`src/rtl/adder_bist.sv`:
```
// -----------------------------------------------------------------------------
// adder_bist
//   Built-in self-test engine for a WIDTH-bit combinational adder (WIDTH=1 is
//   the half adder). On a start pulse it walks every operand pair {a,b} in
//   ascending order of the concatenated index. Each pair is held for SETTLE
//   cycles and then checked for one more cycle. The sample is {carry,sum}, and
//   the expected value is a+b. The engine counts mismatches and latches the
//   first failing pair.
//
// Parameters
//   WIDTH   operand width of the adder under test (1..7)
//   SETTLE  cycles operands are held before the CHECK cycle (>= 1)
//
// Ports
//   clk        rising-edge clock
//   rst        asynchronous reset, active-high
//   start      one-cycle run request, honoured only in IDLE or DONE
//   dut_a      operand a to the adder (registered)
//   dut_b      operand b to the adder (registered)
//   dut_sum    sum returned by the adder
//   dut_carry  carry-out returned by the adder
//   busy       high while a run is in progress (WAIT or CHECK)
//   done       high once a run has finished; holds until reset or new start
//   pass       done with no mismatches
//   err_count  mismatching vectors in the last run
//   fail_a     a operand of the first mismatch (0 if none)
//   fail_b     b operand of the first mismatch (0 if none)
// -----------------------------------------------------------------------------
module adder_bist #(
  parameter int WIDTH  = 4,
  parameter int SETTLE = 2
) (
  input  logic             clk,
  input  logic             rst,
  input  logic             start,
  output logic [WIDTH-1:0] dut_a,
  output logic [WIDTH-1:0] dut_b,
  input  logic [WIDTH-1:0] dut_sum,
  input  logic             dut_carry,
  output logic             busy,
  output logic             done,
  output logic             pass,
  output logic [15:0]      err_count,
  output logic [WIDTH-1:0] fail_a,
  output logic [WIDTH-1:0] fail_b
);

  localparam int IW  = 2 * WIDTH;
  // The settle counter only ever holds SETTLE-1 down to 0.
  localparam int WCW = (SETTLE > 1) ? $clog2(SETTLE) : 1;

  localparam logic [WCW-1:0] WC_LOAD = WCW'(SETTLE - 1);
  localparam logic [WCW-1:0] WC_ONE  = WCW'(1);
  localparam logic [IW-1:0]  IDX_ONE = IW'(1);
  localparam logic [IW-1:0]  IDX_MAX = '1;

  typedef enum logic [1:0] {
    S_IDLE,
    S_WAIT,
    S_CHECK,
    S_DONE
  } state_t;

  state_t           state, state_n;
  logic [IW-1:0]    idx, idx_n;
  logic [WCW-1:0]   wcnt, wcnt_n;
  logic [WIDTH-1:0] dut_a_n, dut_b_n;
  logic [15:0]      err_n;
  logic [WIDTH-1:0] fail_a_n, fail_b_n;
  logic             busy_n, done_n, pass_n;

  logic [WIDTH:0]   exp_sum;
  logic             mismatch;

  // The reference sum is computed from the registered operands, so the
  // comparison matches the operands the adder has been seeing.
  assign exp_sum  = {1'b0, dut_a} + {1'b0, dut_b};
  assign mismatch = ({dut_carry, dut_sum} != exp_sum);

  // NOTE: every signal written below gets a default first. This prevents a
  // path that leaves a variable unassigned, which would infer a latch.
  always_comb begin
    state_n  = state;
    idx_n    = idx;
    wcnt_n   = wcnt;
    err_n    = err_count;
    fail_a_n = fail_a;
    fail_b_n = fail_b;

    unique case (state)
      S_IDLE, S_DONE: begin
        if (start) begin
          state_n  = S_WAIT;
          idx_n    = '0;
          wcnt_n   = WC_LOAD;
          err_n    = '0;
          fail_a_n = '0;
          fail_b_n = '0;
        end
      end

      S_WAIT: begin
        if (wcnt == '0) begin
          state_n = S_CHECK;
        end else begin
          wcnt_n = wcnt - WC_ONE;
        end
      end

      S_CHECK: begin
        if (mismatch) begin
          err_n = err_count + 16'd1;
          if (err_count == '0) begin
            fail_a_n = dut_a;
            fail_b_n = dut_b;
          end
        end
        if (idx == IDX_MAX) begin
          state_n = S_DONE;
        end else begin
          idx_n   = idx + IDX_ONE;
          wcnt_n  = WC_LOAD;
          state_n = S_WAIT;
        end
      end

      default: state_n = S_IDLE;
    endcase

    // The operands and the status flags are registered from next-state values.
    // This keeps them aligned with the state and leaves no dut_* -> output path.
    dut_a_n = idx_n[IW-1:WIDTH];
    dut_b_n = idx_n[WIDTH-1:0];
    busy_n  = (state_n == S_WAIT) || (state_n == S_CHECK);
    done_n  = (state_n == S_DONE);
    pass_n  = done_n && (err_n == '0);
  end

  // NOTE: sequential state uses non-blocking assignments. All registers update
  // together on the edge, independent of statement order.
  always_ff @(posedge clk or posedge rst) begin
    if (rst) begin
      state     <= S_IDLE;
      idx       <= '0;
      wcnt      <= '0;
      dut_a     <= '0;
      dut_b     <= '0;
      err_count <= '0;
      fail_a    <= '0;
      fail_b    <= '0;
      busy      <= 1'b0;
      done      <= 1'b0;
      pass      <= 1'b0;
    end else begin
      state     <= state_n;
      idx       <= idx_n;
      wcnt      <= wcnt_n;
      dut_a     <= dut_a_n;
      dut_b     <= dut_b_n;
      err_count <= err_n;
      fail_a    <= fail_a_n;
      fail_b    <= fail_b_n;
      busy      <= busy_n;
      done      <= done_n;
      pass      <= pass_n;
    end
  end

endmodule

```
`config.mk`:
```
export PLATFORM = sky130hd
export DESIGN_NAME = adder_bist
export DESIGN_NICKNAME = d
export VERILOG_FILES = /design/src/rtl/adder_bist.sv
export SDC_FILE = /design/constraint.sdc
export NUM_CORES = 1
export LEC_CHECK = 0
export ABC_CLOCK_PERIOD_IN_PS = 4200
export CAP_MARGIN = 20
export CELL_PAD_IN_SITES_DETAIL_PLACEMENT = 1
export CELL_PAD_IN_SITES_GLOBAL_PLACEMENT = 1
export CORE_MARGIN = 2
export CORE_UTILIZATION = 41
export CTS_BUF_LIST = sky130_fd_sc_hd__clkbuf_4
export DETAILED_ROUTE_END_ITERATION = 8
export HOLD_SLACK_MARGIN = 0.06
export MAX_ROUTING_LAYER = met4
export PLACE_DENSITY_LB_ADDON = 0.05
export SLEW_MARGIN = 20
export SYNTH_ARGS = -nofsm -noshare
export SYNTH_HDL_FRONTEND = slang
export SYNTH_SLANG_ARGS = --single-unit
```
`constraint.sdc`:
```
create_clock -name clk -period 4.2 [get_ports clk]
set_input_delay 0.42 -clock clk [delete_from_list [all_inputs] [get_ports clk]]
set_output_delay 0.42 -clock clk [all_outputs]
set_load 0.03 [all_outputs]
```
# Word level (Yosys, flattened, before mapping)
# Cells that the tools add are included.
[op_classes]
n_mul = 0
n_eq_ne = 12
n_mux = 21
bitwise = 0
shifts = 0
addsub = 4
div = 0
magnitude_cmp = 0
n_reduce_logical = 9
[ops]
columns = ["cell", "n"]
rows = [
  ["$logic_not A16 Y1", 2],
  ["$mux W16", 2],
  ["$pmux W16 S2", 1],
  ["$mux W4", 5],
  ["$add A16 B1 Y16 const B", 1],
  ["$mux W8", 2],
  ["$pmux W4 S2", 2],
  ["$pmux W8 S2", 1],
  ["$add A8 B1 Y8 const B", 1],
  ["$eq A2 B2 Y1 const B", 4],
  ["$eq A8 B8 Y1 const B", 1],
  ["$ne A2 B2 Y1 const B", 4],
  ["$mux W2", 3],
  ["$pmux W2 S3", 1],
  ["$add A4 B4 Y5", 1],
  ["$ne A5 B5 Y1", 1],
  ["$eq A2 B1 Y1 const B", 2],
  ["$reduce_and A4 Y1", 1],
  ["$mux W1", 3],
  ["$pmux W1 S3", 1],
  ["$logic_not A2 Y1", 1],
  ["$reduce_and A2 Y1", 1],
  ["$reduce_bool A2 Y1", 1],
  ["$reduce_or A2 Y1", 1],
  ["3 further kinds", 3],
]
[word_totals]
latch_bits = 0
wordCells = 57
ram_bits = 0
output_inout_bits = 35
in_bits = 8
reg_bits = 46
n_memories = 0
rom_bits = 0

# Longest topological paths before layout
[logic_depth]
ltp_word = 6
ltp_mapped = 14

# Worst setup path after synthesis
# No wires, ideal clock.
[synth_timing]
path_type = "reg2reg"
startpoint = "reg with a tool-made name"
endpoint = "reg pass"
slack_ns = 1.114
n_path_buf = 1
arrival_time_ns = 3.006
path_stages_with_launch = 12
cell_sequence = "dfrtp_1 ha_1 fa_1 a21o_1 a21oi_1 xor2_1 and2_1 buf_6 o311ai_0 nand2_1 or4_1 nor3_2"
[synth_lines]
columns = ["element", "line", "source"]
rows = [
  ["end signal, assigned", "165", "pass <= pass_n;"],
  ["end, declared", "42", "output logic pass,"],
]

==> qor.yml <==
cts_root_buffer: "clkbuf_4"
slew_viol_final: 0
globalRouteOverflowTotal: 0
areaGrowthSynthToFinish_pct: 24.3
r2r_slack_ns: 0.57
ys_warn_count: 0
crit_fanout: 13
critPathArrivalTime_ns: 3.92
drive_gt1_share_pct: 8.31
cts_setup_buffers: 0
drc: 0
first_pass_iters: 4
row_count: 27
core_um2: 5540
relSlewSlack_pct: 42.1
final.setup.tns_ns: 0
antenna_found_initial: 0
start_util_pct: 42.6
grtUsageTotal_pct: 24.6
cp_top_family: "compound AO/OA/AOI/OAI gates"
outcome: "finished clean"
cap_violations: 0
dp_slack_ns: 0.594
synth_edf_count: 0
synth_flop_cell: "dfrtp_1"
rsz0062_at_grt: "false"
cts_made_buffers: 5
hpwl_um: 5050
grt_pass1_wl_um: 11700
synth_area_um2: 2360
vias: 2231
wl_um: 7060
power_w: 0.00129
port_buffers: 42
worst_pin_slew_ns: 0.862
wl_per_cell_um: 18.9
ant_nets: 0
ys_seq_elements: 38
finalWorstSetupSlack_ns: 0.569
clkTransAtPathRegs_ns: 0.12
criticalPathCategory: "flop to flop"
setup_viol: 0
r2r-end: "pass"
synth_cell_types: 52
critPathSlowestCell: "a2111oi_4"
hold_buffers: 0
drt_iter0_drc: 120
required_ns: 4.49
hold_violations: 0
die_area_um2: 6380
fin_nets: 319
yosysSeqAreaShare_pct: 40.3
cts_tree: "built"
crit_buf_inv: 0
cts_max_level: 2
cts_resized: 0
skew_ns: 0.0131
finalCriticalPeriod_ns: 3.63
utilization_pct: 53.0
peakVddDrop_uv: 332
clock_latency_ns: 0.36
avgSynthCellArea_um2: 9.15
hp-class: "input pin to async pin"
path_cells: "ha_1, fa_1, xor2_1, a2111oi_4, a21oi_2, a41oi_1, a31oi_1, or4_1, nor3_2"
r2r_cells: 9
syn_nets: 277
async_reset_ff_share_pct: 100
clock_sinks: 38
die_h_um: 79.9
cts_max_path_buffers: 2
routabilityCongestion: 0.793
diodes: 0
fin_hold_ws_ns: 0.464
p_leak_nw: 1.31
end_kind: "flop"
syn_inst: 258
max_stage_delay_ns: 0.73
routed_via_density: 5.98
grt_pass1_vias: 2212
post-route-period-util_pct: 86.5
die_width_um: 79.9
fmax_mhz: 275
power_density_nw_per_um2: 439
io_pins: 43
worstSetupStartpointType: "flop"
grt_max_degree: 39
[metal layers]
| metal | vias to the layer above | GRT usage [%] | wire (µm) | share of wire [%] |
|---|---|---|---|---|
| met5 | - | - | 0 | 0 |
| met4 | 0 | 6.95 | 109 | 1.5 |
| met3 | 11 | 3.73 | 367 | 5.2 |
| met2 | 50 | 36.7 | 3210 | 45 |
| met1 | 1121 | 34.8 | 3370 | 48 |
| li1 | 1049 | - | - | - |
[worst max path at each step]
stage,start,end,slack (ns),depth (start not counted)
finish,flop,pass,0.57,9
global placement,flop,pass,0.72,9
global route,flop,pass,0.36,9
CTS,flop,pass,0.56,9
detailed placement,flop,pass,0.59,9
floorplan,flop,pass,1.11,11
[cell usage after synthesis, drive strengths merged, types with 3 or more instances]
cell | instances | area, µm²
clkbuf | 8 | 30.0
a2111oi | 3 | 45.1
nor4 | 4 | 25.0
and3 | 9 | 56.3
o21ai | 14 | 70.1
dfrtp | 38 | 951
a31oi | 6 | 37.5
buf | 6 | 41.3
nor2 | 12 | 45.0
o31ai | 3 | 22.5
xnor2 | 3 | 33.8
or4 | 3 | 22.5
a21o | 7 | 52.6
nand2 | 27 | 101
mux2i | 4 | 40.0
a41oi | 3 | 26.3
ha | 10 | 125
inv | 12 | 45.0
a21oi | 24 | 128
nor3 | 3 | 20.0
nand4 | 4 | 25.0
xor2 | 3 | 26.3
a22o | 7 | 61.3
nand3 | 14 | 70.1
[kinds of logic after synthesis]
kind of cell | Yosys count | synth area share, %
and+or+nand+nor | 91 | 20.1
xor gates and xnor gates | 6 | 2.54
buffers and inverters | 26 | 4.93
adders and majority gates | 11 | 6.15
AOI/OAI and AO/OA | 81 | 23.8
DFF | 38 | 40.3
muxes | 5 | 2.17
[layout by cell type, fill, tap and decap left out, drive strengths merged, types with 6 or more instances in the layout]
cell type,count
a21o,7
a21oi,24
a22o,7
a31oi,6
and3,9
buf,7
clkbuf,7
clkdlybuf4s50,42
dfrtp,38
ha,10
inv,12
nand2,27
nand3,14
nor2,12
o21ai,14
[cell type report]
cell class	instances	area, µm²
clock buffer	7	52.6
multi-input combinational	194	1290
clock inverter	1	30.0
sequential	38	951
fill	656	2610
inverter	12	45.0
timing repair buffer	49	473
tap	72	90.1
[metrics by stage]
| stage | instances | cell area [µm²] |
|---|---|---|
| floorplan | 258 | 2360 |
| global placement | 365 | 2850 |
| detailed placement | 365 | 2850 |
| CTS | 373 | 2940 |
| global route | 373 | 2940 |
| finish | 373 | 2940 |
[worst register-to-register path: stages, from the launching register on]
cell and delay [ns]:
dfrtp_1 0.47, ha_1 0.24, fa_1 0.46, xor2_1 0.21, a2111oi_4 0.73, a21oi_2 0.33
a41oi_1 0.26, a31oi_1 0.08, or4_1 0.63, nor3_2 0.18
[power breakdown]
| part | internal, W | switching [W] | total [W] |
|---|---|---|---|
| clock network | 0.000139 | 0.000127 | 0.000267 |
| logic | 0.000203 | 0.000371 | 0.000574 |
| registers | 0.000407 | 0.0000413 | 0.000448 |
| total | 0.000749 | 0.000540 | 0.00129 |
(Power assumes the default switching activity.)
